[src/rtl/ifu_fetch_ctrl.sv]
// Fetch-stage sequencer: paces the IFU against a variable-latency imem,
// arbitrates hazard stalls against CP0 redirects and drives the pipeline flushes.
module ifu_fetch_ctrl #(
  parameter int CNT_W = 32
) (
  input  logic             clk,
  input  logic             reset,
  input  logic             hz_stall,
  input  logic             exc_req,
  input  logic             eret_in,
  input  logic [31:0]      epc,
  input  logic             imem_ready,
  output logic             imem_req,
  output logic             ifu_en,
  output logic             ifu_req,
  output logic             ifu_eret,
  output logic [31:0]      epc_out,
  output logic             flush_fd,
  output logic             flush_de,
  output logic [CNT_W-1:0] fetch_cnt,
  output logic [2:0]       state
);

  typedef enum logic [2:0] {
    BOOT  = 3'd0,
    FETCH = 3'd1,
    HOLD  = 3'd2,
    DRAIN = 3'd3,
    REDIR = 3'd4
  } state_t;

  typedef enum logic {
    KIND_ERET = 1'b0,
    KIND_EXC  = 1'b1
  } kind_t;

  state_t cur_state;
  state_t nxt_state;
  logic   pend_valid;
  logic   pend_valid_nxt;
  kind_t  pend_kind;
  kind_t  pend_kind_nxt;
  logic   epc_load;
  logic   cnt_en;
  logic   redir;
  kind_t  redir_kind;

  // An exception outranks an eret raised in the same cycle.
  assign redir      = exc_req | eret_in;
  assign redir_kind = exc_req ? KIND_EXC : KIND_ERET;
  assign state      = cur_state;

  // REDIR strobes are registered from the next-state decode so they leave a flop cleanly.
  always_ff @(posedge clk or negedge reset) begin
    if (!reset) begin
      cur_state  <= BOOT;
      pend_valid <= 1'b0;
      pend_kind  <= KIND_ERET;
      ifu_req    <= 1'b0;
      ifu_eret   <= 1'b0;
      flush_de   <= 1'b0;
    end else begin
      cur_state  <= nxt_state;
      pend_valid <= pend_valid_nxt;
      pend_kind  <= pend_kind_nxt;
      ifu_req    <= (nxt_state == REDIR) && pend_valid_nxt && (pend_kind_nxt == KIND_EXC);
      ifu_eret   <= (nxt_state == REDIR) && pend_valid_nxt && (pend_kind_nxt == KIND_ERET);
      flush_de   <= (nxt_state == REDIR);
    end
  end

  always_comb begin
    nxt_state      = cur_state;
    pend_valid_nxt = pend_valid;
    pend_kind_nxt  = pend_kind;
    epc_load       = 1'b0;
    case (cur_state)
      BOOT: nxt_state = FETCH;
      FETCH: begin
        if (redir) begin
          pend_valid_nxt = 1'b1;
          pend_kind_nxt  = redir_kind;
          epc_load       = eret_in & ~exc_req;
          // An outstanding fetch must complete before the PC can move.
          nxt_state      = imem_ready ? REDIR : DRAIN;
        end else if (imem_ready && hz_stall) begin
          nxt_state = HOLD;
        end
      end
      HOLD: begin
        if (redir) begin
          pend_valid_nxt = 1'b1;
          pend_kind_nxt  = redir_kind;
          epc_load       = eret_in & ~exc_req;
          nxt_state      = REDIR;
        end else if (!hz_stall) begin
          nxt_state = FETCH;
        end
      end
      DRAIN: begin
        if (exc_req) pend_kind_nxt = KIND_EXC;
        if (imem_ready) nxt_state = REDIR;
      end
      REDIR: begin
        pend_valid_nxt = 1'b0;
        pend_kind_nxt  = KIND_ERET;
        nxt_state      = FETCH;
      end
      default: nxt_state = BOOT;
    endcase
  end

  always_comb begin
    imem_req = 1'b0;
    ifu_en   = 1'b0;
    flush_fd = 1'b0;
    cnt_en   = 1'b0;
    case (cur_state)
      FETCH: begin
        imem_req = 1'b1;
        flush_fd = ~imem_ready;
        if (imem_ready && !hz_stall && !redir) begin
          ifu_en = 1'b1;
          cnt_en = 1'b1;
        end
      end
      HOLD: begin
        if (!hz_stall && !redir) begin
          ifu_en = 1'b1;
          cnt_en = 1'b1;
        end
      end
      DRAIN: begin
        imem_req = 1'b1;
        flush_fd = 1'b1;
      end
      REDIR: begin
        ifu_en   = 1'b1;
        flush_fd = 1'b1;
      end
      default: ;
    endcase
  end

  always_ff @(posedge clk or negedge reset) begin
    if (!reset) begin
      fetch_cnt <= '0;
      epc_out   <= 32'h0;
    end else begin
      if (cnt_en) fetch_cnt <= fetch_cnt + CNT_W'(1);
      if (epc_load) epc_out <= epc;
    end
  end

endmodule

[config.mk]
export PLATFORM = sky130hd
export DESIGN_NAME = ifu_fetch_ctrl
export DESIGN_NICKNAME = d
export VERILOG_FILES = /design/src/rtl/ifu_fetch_ctrl.sv
export SDC_FILE = /design/constraint.sdc
export NUM_CORES = 1
export LEC_CHECK = 0
export ABC_AREA = 1
export BUFFER_PORTS_ARGS = -buffer_cell sky130_fd_sc_hd__buf_2
export CORE_ASPECT_RATIO = 0.75
export CORE_MARGIN = 4
export CORE_UTILIZATION = 50
export CTS_CLUSTER_DIAMETER = 120
export DETAILED_ROUTE_END_ITERATION = 10
export HOLD_SLACK_MARGIN = 0.08
export PLACE_DENSITY = 0.88
export SLEW_MARGIN = 0
export SYNTH_ARGS = -nofsm -noshare
export SYNTH_HDL_FRONTEND = slang
export SYNTH_SLANG_ARGS = --single-unit
export TNS_END_PERCENT = 10
[constraint.sdc]
create_clock -name clk -period 1.8 [get_ports clk]
set_input_delay 0.18 -clock clk [delete_from_list [all_inputs] [get_ports clk]]
set_output_delay 0.18 -clock clk [all_outputs]
set_load 0.05 [all_outputs]
==> results by group, run 1 <==
Status
  • Outcome: finished, final reports clean

Final layout
  • Finished Cell Area: 5090 µm²
  • Most frequent cells in the layout: nand2_1 (183), buf_2 (108), inv_1 (70), dfrtp_1 (69), nor2_1 (52)
  • Number of antenna diodes: 0
  • Layout cells sized above 1: 24.74%
  • Most common cell after layout, fill and taps aside: nand2_1
  • Layout Cells excl Fill: roughly 770
  • Filler cell count: 504
  • Fin util: ~72%
  • Fin nets: between 700 and 800
  • Area growth, synth to finish: 36.65%

Placement
  • DP Area: 4454 µm²
  • Pre-CTS setup slack: about 0.17 ns
  • DP HPWL: 7372 µm
  • Placed Cells incl. Taps: 711
  • I/O Buffers: 110
  • Routability-driven placement congestion ratio: 0.9487

Routing
  • Vias per std cell: between 5 and 6
  • Post-route ant nets: 0
  • TritonRoute pass-1 iters: 5
  • Drt first-iter violations: 315
  • Wire per inst: approximately 15 µm
  • Vias: 3,922
  • WL final: 11,500 µm
  • DRC errors left: 0

Die
  • Die ar.: 8909 µm²
  • Num ports: 111
  • Initial Util: 53.01%
  • # rows: 26
  • Core Area: approximately 7000 µm²
  • Die H: 82.75 µm
  • Die X: about 110 µm

Logic synthesis
  • Synthesized instance count: between 500 and 600
  • Syn Std Cell Area: 3725 µm²
  • Average cell area after synthesis: 7.332 µm²
  • Main area contributors after synthesis: dfrtp_1 (48%), nand2_1 (19%), inv_1 (7.3%)
  • Number of library cell types mapped by synthesis: 26
  • Synth Register Bits: 72
  • Post-Syn Nets: 547
  • Cell taking the most area after synthesis: dfrtp_1
  • Mux share of post-synthesis cell area: 0%
  • Synth Area in Simple Gates: 31.31%
  • Post-synth top area share: 48.37%
  • Post-Synth XOR/XNOR Area: 3.762%
  • Largest family of logic cells by synthesized area: simple AND/OR/NAND/NOR gates
  • Compound-Gate Fraction of Synth Area: 6.315%
  • Synth Area in Adders: less than 1%
  • Synth warn: 0
  • Register area share after synthesis: 48.37%

Critical path
  • Largest delay share family, worst path: simple AND/OR/NAND/NOR gates
  • Slowest stage delay, CP: about 0.45 ns
  • RR Startpoint: state[0]
  • Crit end category: output pin
  • CP max-delay cell: dfrtp_2
  • CP bufs+invs: 3
  • CP Data Required Time: roughly 1.6 ns
  • Largest fanout on the critical path: 15
  • CP cell instances: inv_2, nand2_2, nor2_4, nand2_2, nand2_4, inv_6, nand2_1, buf_6
  • Critical Path Source Type: flop
  • CP most frequent cell: nand2_2
  • CP Data Arrival Time: 1.59 ns
  • Critical path type: flop to output pin
  • Critical Path Start: state[0]

STA
  • Final setup vio count: 0
  • Worst Skew: approximately 0.017 ns
  • Relative max-transition margin: 66.49%
  • Fmax: 0.5646 GHz
  • Final min period: 1.771 ns
  • Final period util: 98.40%
  • Slew @ Worst Pin: about 0.50 ns
  • Max-slew violation count: 0
  • Final Hold Viols: 0
  • RSZ-0062 raised after global routing: true
  • Final worst setup slack: 0.02873 ns

Job
  • Max cap viols: 0

Pwr
  • Max IR drop VDD: 1.245 mV
  • Static leakage: 2.708 nW
  • P per Cell Area: 1471 nW/µm²

Global route
  • Global-route wire length before repair: 18,630 µm
  • Overflow after GRT: 0
  • GR Util All Layers: 27.21%
  • Vias in the first global route: 3,903
  • Pin count of the biggest net entering global routing: 39
  • Initial antenna violation count: 0

Clocking
  • Clock buffer count from CTS: 9
  • CTS Root Cell: clkbuf_8
  • CTS tree: yes
  • Bufs on Longest Clock Path: 2
  • Clock Sinks: 72
  • H-tree Lvls: 3
  • Clk_lat worst skew: between 0.3 and 0.4 ns
  • Worst-path clk slew: 0.09 ns

Worst hold path
  • Worst min path class: input port to flop
  • Hold Path Origin: imem_ready
-- final cells by class --
class                           count  area [µm²]  share of cell area, %
Inverter                           79       305.3                  5.998
Multi-Input combinational cell    346        1597                  31.37
Sequential cell                    72        1805                  35.47
Tap cell                           98       122.6                  2.409
Timing Repair Buffer              154        1035                  20.33
Clock inverter                      7       101.3                  1.991
Clock buffer                        9       123.9                  2.434
-- layer usage --
layer	share of wire (%)	global-route usage [%]	wire [µm]	up-vias
met5	0	0	0	-
met4	3.1	13.49	354	0
met3	7.6	7.382	875	32
met2	51	48.64	5819	207
met1	39	30.40	4455	1817
li1	-	-	-	1866
-- tightest hold or removal path, delay by kind of cell --
| family | cells | cell delay [ns] |
|---|---|---|
| and+or+nand+nor | 1 | 0.09 |
| AOI/OAI and AO/OA | 1 | 0.08 |
| buffers and inverters | 1 | 0.15 |
-- power breakdown --
part           internal, mW  switching (mW)  leakage [nW]  total, mW
clock network         0.795           0.705         0.107       1.50
logic                 0.876            2.70          1.68       3.57
registers              2.07           0.337         0.924       2.41
-- state kept, by name (all words and copies together), names as in the netlist --
signal and flops:
ifu_eret 1, pend_kind 1, pend_valid 1, flush_de 1
epc_out 32, fetch_cnt 32, state 3, ifu_req 1
-- synth_stat cells --
master and instances:
a21oi_1 3, buf_2 7, buf_4 2, buf_6 2
clkinv_1 1, dfrtp_1 72, ha_1 1, inv_1 72
inv_2 6, nand2_1 187, nand2_2 3, nand3_1 22
nand3_2 2, nand3_4 1, nand3b_1 1, nand4_1 9
nor2_1 53, nor2_2 4, nor3_1 2, o2111ai_1 1
o211ai_1 1, o21ai_0 4, o21ai_1 35, o311ai_0 1
xnor2_1 8, xor2_1 8
-- timing repair --
item / 4_1_cts / 5_1_grt
hold endpoints to repair: 51 / 0
gates resized for setup: 5 / 9
setup endpoints to repair: 1 / 6
hold buffers: 33 / 0
pin swaps: 3 / 2
setup buffers: 5 / 0
-- stage by stage --
| step | total power [mW] | hold slack (ns) | TNS [ns] |
|---|---|---|---|
| floorplan | 4.836 | -0.1156 | -0.1030 |
| global placement | 5.605 | 0.1721 | 0 |
| detailed placement | 5.707 | 0.1783 | 0 |
| CTS | 7.330 | 0.1674 | 0 |
| global route | 7.793 | 0.1987 | -0.08064 |
| finish | 7.486 | 0.1875 | 0 |
-- path summary, 6_finish.rpt --
| path | end | slack [ns] | cells after the start |
|---|---|---|---|
| setup / recovery | ifu_en | 0.03 | 8 |
| hold / removal | flush_de | 0.19 | 3 |
| setup reg to reg | epc_out[12] | 0.12 | 9 |
| hold reg to reg | epc_out[18] | 0.49 | 2 |
| max in group asynchronous | state[2] | 0.94 | 3 |
| min in group asynchronous | epc_out[14] | 0.32 | 2 |
-- cells by family after synthesis --
group                      count (synthesis)
adders and majority gates                  1
AOI/OAI and AO/OA                         45
DFF                                       72
xor gates and xnor gates                  16
buffers and inverters                     90
and+or+nand+nor                          284
Power figures use the tool's default switching activity.
==> run 2: changes to the inputs <==
CORE_UTILIZATION = 47   (was 50)
PLACE_DENSITY = 0.87   (was 0.88)
REMOVE_ABC_BUFFERS = 1   (was unset)
clock period = 1.5 ns   (was 1.8 ns; I/O delays follow)
==> run 2 against run 1 <==
Net effect: the flow now finishes with violations (negative setup slack); first-iteration DRC count is 11% lower; clock power is essentially flat; count of clock-buffer cells in the layout grew 1; hold slack better by 0.0037 ns; clock skew down 0.0071 ns; sequential share of layout area is 1.8 points lower; via count is 0.33% lower; register-to-register slack got worse by 0.23 ns; power rose by 18%.
==> results by group, run 2 (same netlist as run 1, synthesis figures left out) <==
Status
  • Outcome: complete, but fails checks (was finished, final reports clean)
  • Failing checks: negative setup slack

Routing
  • DRC errors left: 0 (unchanged)
  • Drt first-iter violations: 279 (was 315)
  • Vias per std cell: 4.923 (was 5.127)
  • Post-route ant nets: 0 (unchanged)
  • Wire per inst: 13.45 µm (was 15.04 µm)
  • TritonRoute pass-1 iters: 5 (unchanged)
  • WL final: 10,680 µm (was 11,500 µm)
  • Vias: 3,909 (was 3,922)

STA
  • Final min period: 1.609 ns
  • Fmax: 0.6217 GHz
  • Max-slew violation count: 0 (unchanged)
  • Setup total negative slack: -0.9315 ns (was 0 ns)
  • Worst Skew: 0.01034 ns (was 0.01748 ns)
  • Final period util: 107.2%
  • RSZ-0062 raised after global routing: true (unchanged)
  • Final Hold Viols: 0 (unchanged)
  • Final worst setup slack: -0.1086 ns (was 0.02873 ns)
  • Relative max-transition margin: 74.57% (was 66.49%)
  • Slew @ Worst Pin: 0.3814 ns (was 0.5026 ns)
  • Hold_ws: 0.1912 ns (was 0.1875 ns)
  • Final setup vio count: 38 (was 0)

Clocking
  • H-tree Lvls: 3 (unchanged)
  • Clk_lat worst skew: 0.35 ns (was 0.36 ns)
  • CTS Root Cell: clkbuf_8 (unchanged)
  • Worst-path clk slew: 0.08 ns (was 0.09 ns)
  • Clock buffer count from CTS: 9 (unchanged)
  • CTS tree: yes (unchanged)
  • Bufs on Longest Clock Path: 2 (unchanged)
  • Clock Sinks: 72 (unchanged)

Critical path
  • Largest fanout on the critical path: 4 (was 15)
  • CP Data Required Time: 1.78 ns (was 1.62 ns)
  • Critical path type: flop to flop (was flop to output pin)
  • Critical Path Source Type: flop (unchanged)
  • Crit end category: flop (was output pin)
  • CP cell instances: ha_2, nand2_2, nor2_4, inv_1, nor2_4, xor2_1, nand2_1, nand2_1 (was inv_2, nand2_2, nor2_4, nand2_2, nand2_4, inv_6, nand2_1, buf_6)
  • CP Data Arrival Time: 1.89 ns (was 1.59 ns)
  • CP max-delay cell: dfrtp_1 (was dfrtp_2)
  • Slowest stage delay, CP: 0.40 ns (was 0.45 ns)

Die
  • Die ar.: 9428 µm² (was 8909 µm²)
  • Num ports: 111 (unchanged)
  • # rows: 27 (was 26)
  • Core Area: 7533 µm² (was 7027 µm²)
  • Die X: 110.8 µm (was 107.7 µm)
  • Die H: 85.10 µm (was 82.75 µm)
  • Initial Util: 49.44% (was 53.01%)

Global route
  • Global-route wire length before repair: 17,440 µm (was 18,630 µm)
  • Overflow after GRT: 0 (unchanged)
  • Vias in the first global route: 3,689 (was 3,903)
  • GR Util All Layers: 22.45% (was 27.21%)
  • Pin count of the biggest net entering global routing: 73 (was 39)
  • Initial antenna violation count: 0 (unchanged)

Placement
  • I/O Buffers: 110 (unchanged)
  • DP HPWL: 7192 µm (was 7372 µm)
  • Routability-driven placement congestion ratio: 0.9375 (was 0.9487)
  • DP Area: 4539 µm² (was 4454 µm²)

Final layout
  • Most common cell after layout, fill and taps aside: nand2_1 (unchanged)
  • Fin nets: 727 (was 701)
  • Finished Cell Area: 5375 µm² (was 5090 µm²)
  • Layout cells sized above 1: 31.89% (was 24.74%)
  • Most frequent cells in the layout: nand2_1 (178), buf_2 (108), inv_1 (66), dfrtp_1 (65), nor2_1 (40) (was nand2_1 (183), buf_2 (108), inv_1 (70), dfrtp_1 (69), nor2_1 (52))
  • Area growth, synth to finish: 44.31% (was 36.65%)
  • Number of antenna diodes: 0 (unchanged)

Job
  • Max cap viols: 0 (unchanged)

Pwr
  • P per Cell Area: 1649 nW/µm² (was 1471 nW/µm²)
  • Max IR drop VDD: 1.405 mV (was 1.245 mV)
  • Static leakage: 2.852 nW (was 2.708 nW)

Worst hold path
  • Worst min path class: input port to flop (unchanged)
==> run 2: cell types whose count changed in the layout (fill, tap and decap cells not counted), moves of 3 or more <==
cell / delta
clkinv_2: +4
nor2_1: -12
dfrtp_2: +4
nand2_1: -5
nand2_2: +3
inv_1: -4
buf_4: +25
nor2_4: +8
clkinvlp_4: -3
dfrtp_1: -4
nor2_2: +4
inv_6: -4
inv_2: +5
==> run 2: cell type report <==
| type | instances | area, µm² |
|---|---|---|
| inverter | 79 | 299.0 |
| multi-input combinational | 346 | 1702 |
| timing repair buffer | 180 | 1241 |
| tap | 101 | 126.4 |
| fill | 556 | 2158 |
| clock inverter | 6 | 58.81 |
| clock buffer | 10 | 137.6 |
| sequential | 72 | 1810 |
==> run 2: worst max-delay path: cells and delay by family (launching register included) <==
family / cells / cell delay [ns]
buffers and inverters: 1 / 0.12
DFF: 1 / 0.40
and+or+nand+nor: 5 / 0.58
xor gates and xnor gates: 1 / 0.23
adders and majority gates: 1 / 0.20
==> run 2: worst paths after layout <==
| path | start | end | cells past startpoint | slack, ns |
|---|---|---|---|---|
| setup / recovery | fetch_cnt[1] | fetch_cnt[12] | 8 | -0.11 |
| hold / removal | hz_stall | state[1] | 3 | 0.19 |
| setup reg to reg | fetch_cnt[1] | fetch_cnt[12] | 8 | -0.11 |
| hold reg to reg | pend_valid | pend_valid | 2 | 0.48 |
| max in group asynchronous | reset | state[2] | 3 | 0.80 |
| min in group asynchronous | reset | fetch_cnt[18] | 3 | 0.36 |
==> run 2: stage by stage <==
stage | utilization [%] | total power, mW | std cells | setup slack [ns]
finish | 71.35 | 8.862 | 794 | -0.1086
global route | 71.35 | 9.343 | 794 | -0.1909
CTS | 68.99 | 8.726 | 788 | -0.1088
detailed placement | 60.26 | 6.853 | 731 | -0.03888
global placement | 60.26 | 6.744 | 731 | 0.05575
floorplan | - | 5.704 | 497 | -1.081
==> run 2: timing repair <==
action	4_1_cts	5_1_grt
endpoints found under the hold margin	104	0
setup endpoints to repair	11	66
buffers inserted	8	7
hold buffers	33	0
gates cloned	0	0
pin swaps	4	12
resized for setup	21	45
==> run 2: power breakdown <==
| part | switching, mW | leakage [nW] | internal (mW) | total [mW] |
|---|---|---|---|---|
| logic | 3.22 | 1.83 | 1.27 | 4.49 |
| registers | 0.349 | 0.917 | 2.49 | 2.84 |
| clock network | 0.730 | 0.106 | 0.804 | 1.53 |
| total | 4.30 | 2.85 | 4.56 | 8.86 |
==> run 2: per-layer routing <==
layer,wire length (µm),GRT usage (%),share of wire [%]
met5,0,0,0
met4,210,5.369,2.0
met3,691,6.058,6.5
met2,5239,38.60,49
met1,4534,28.49,42
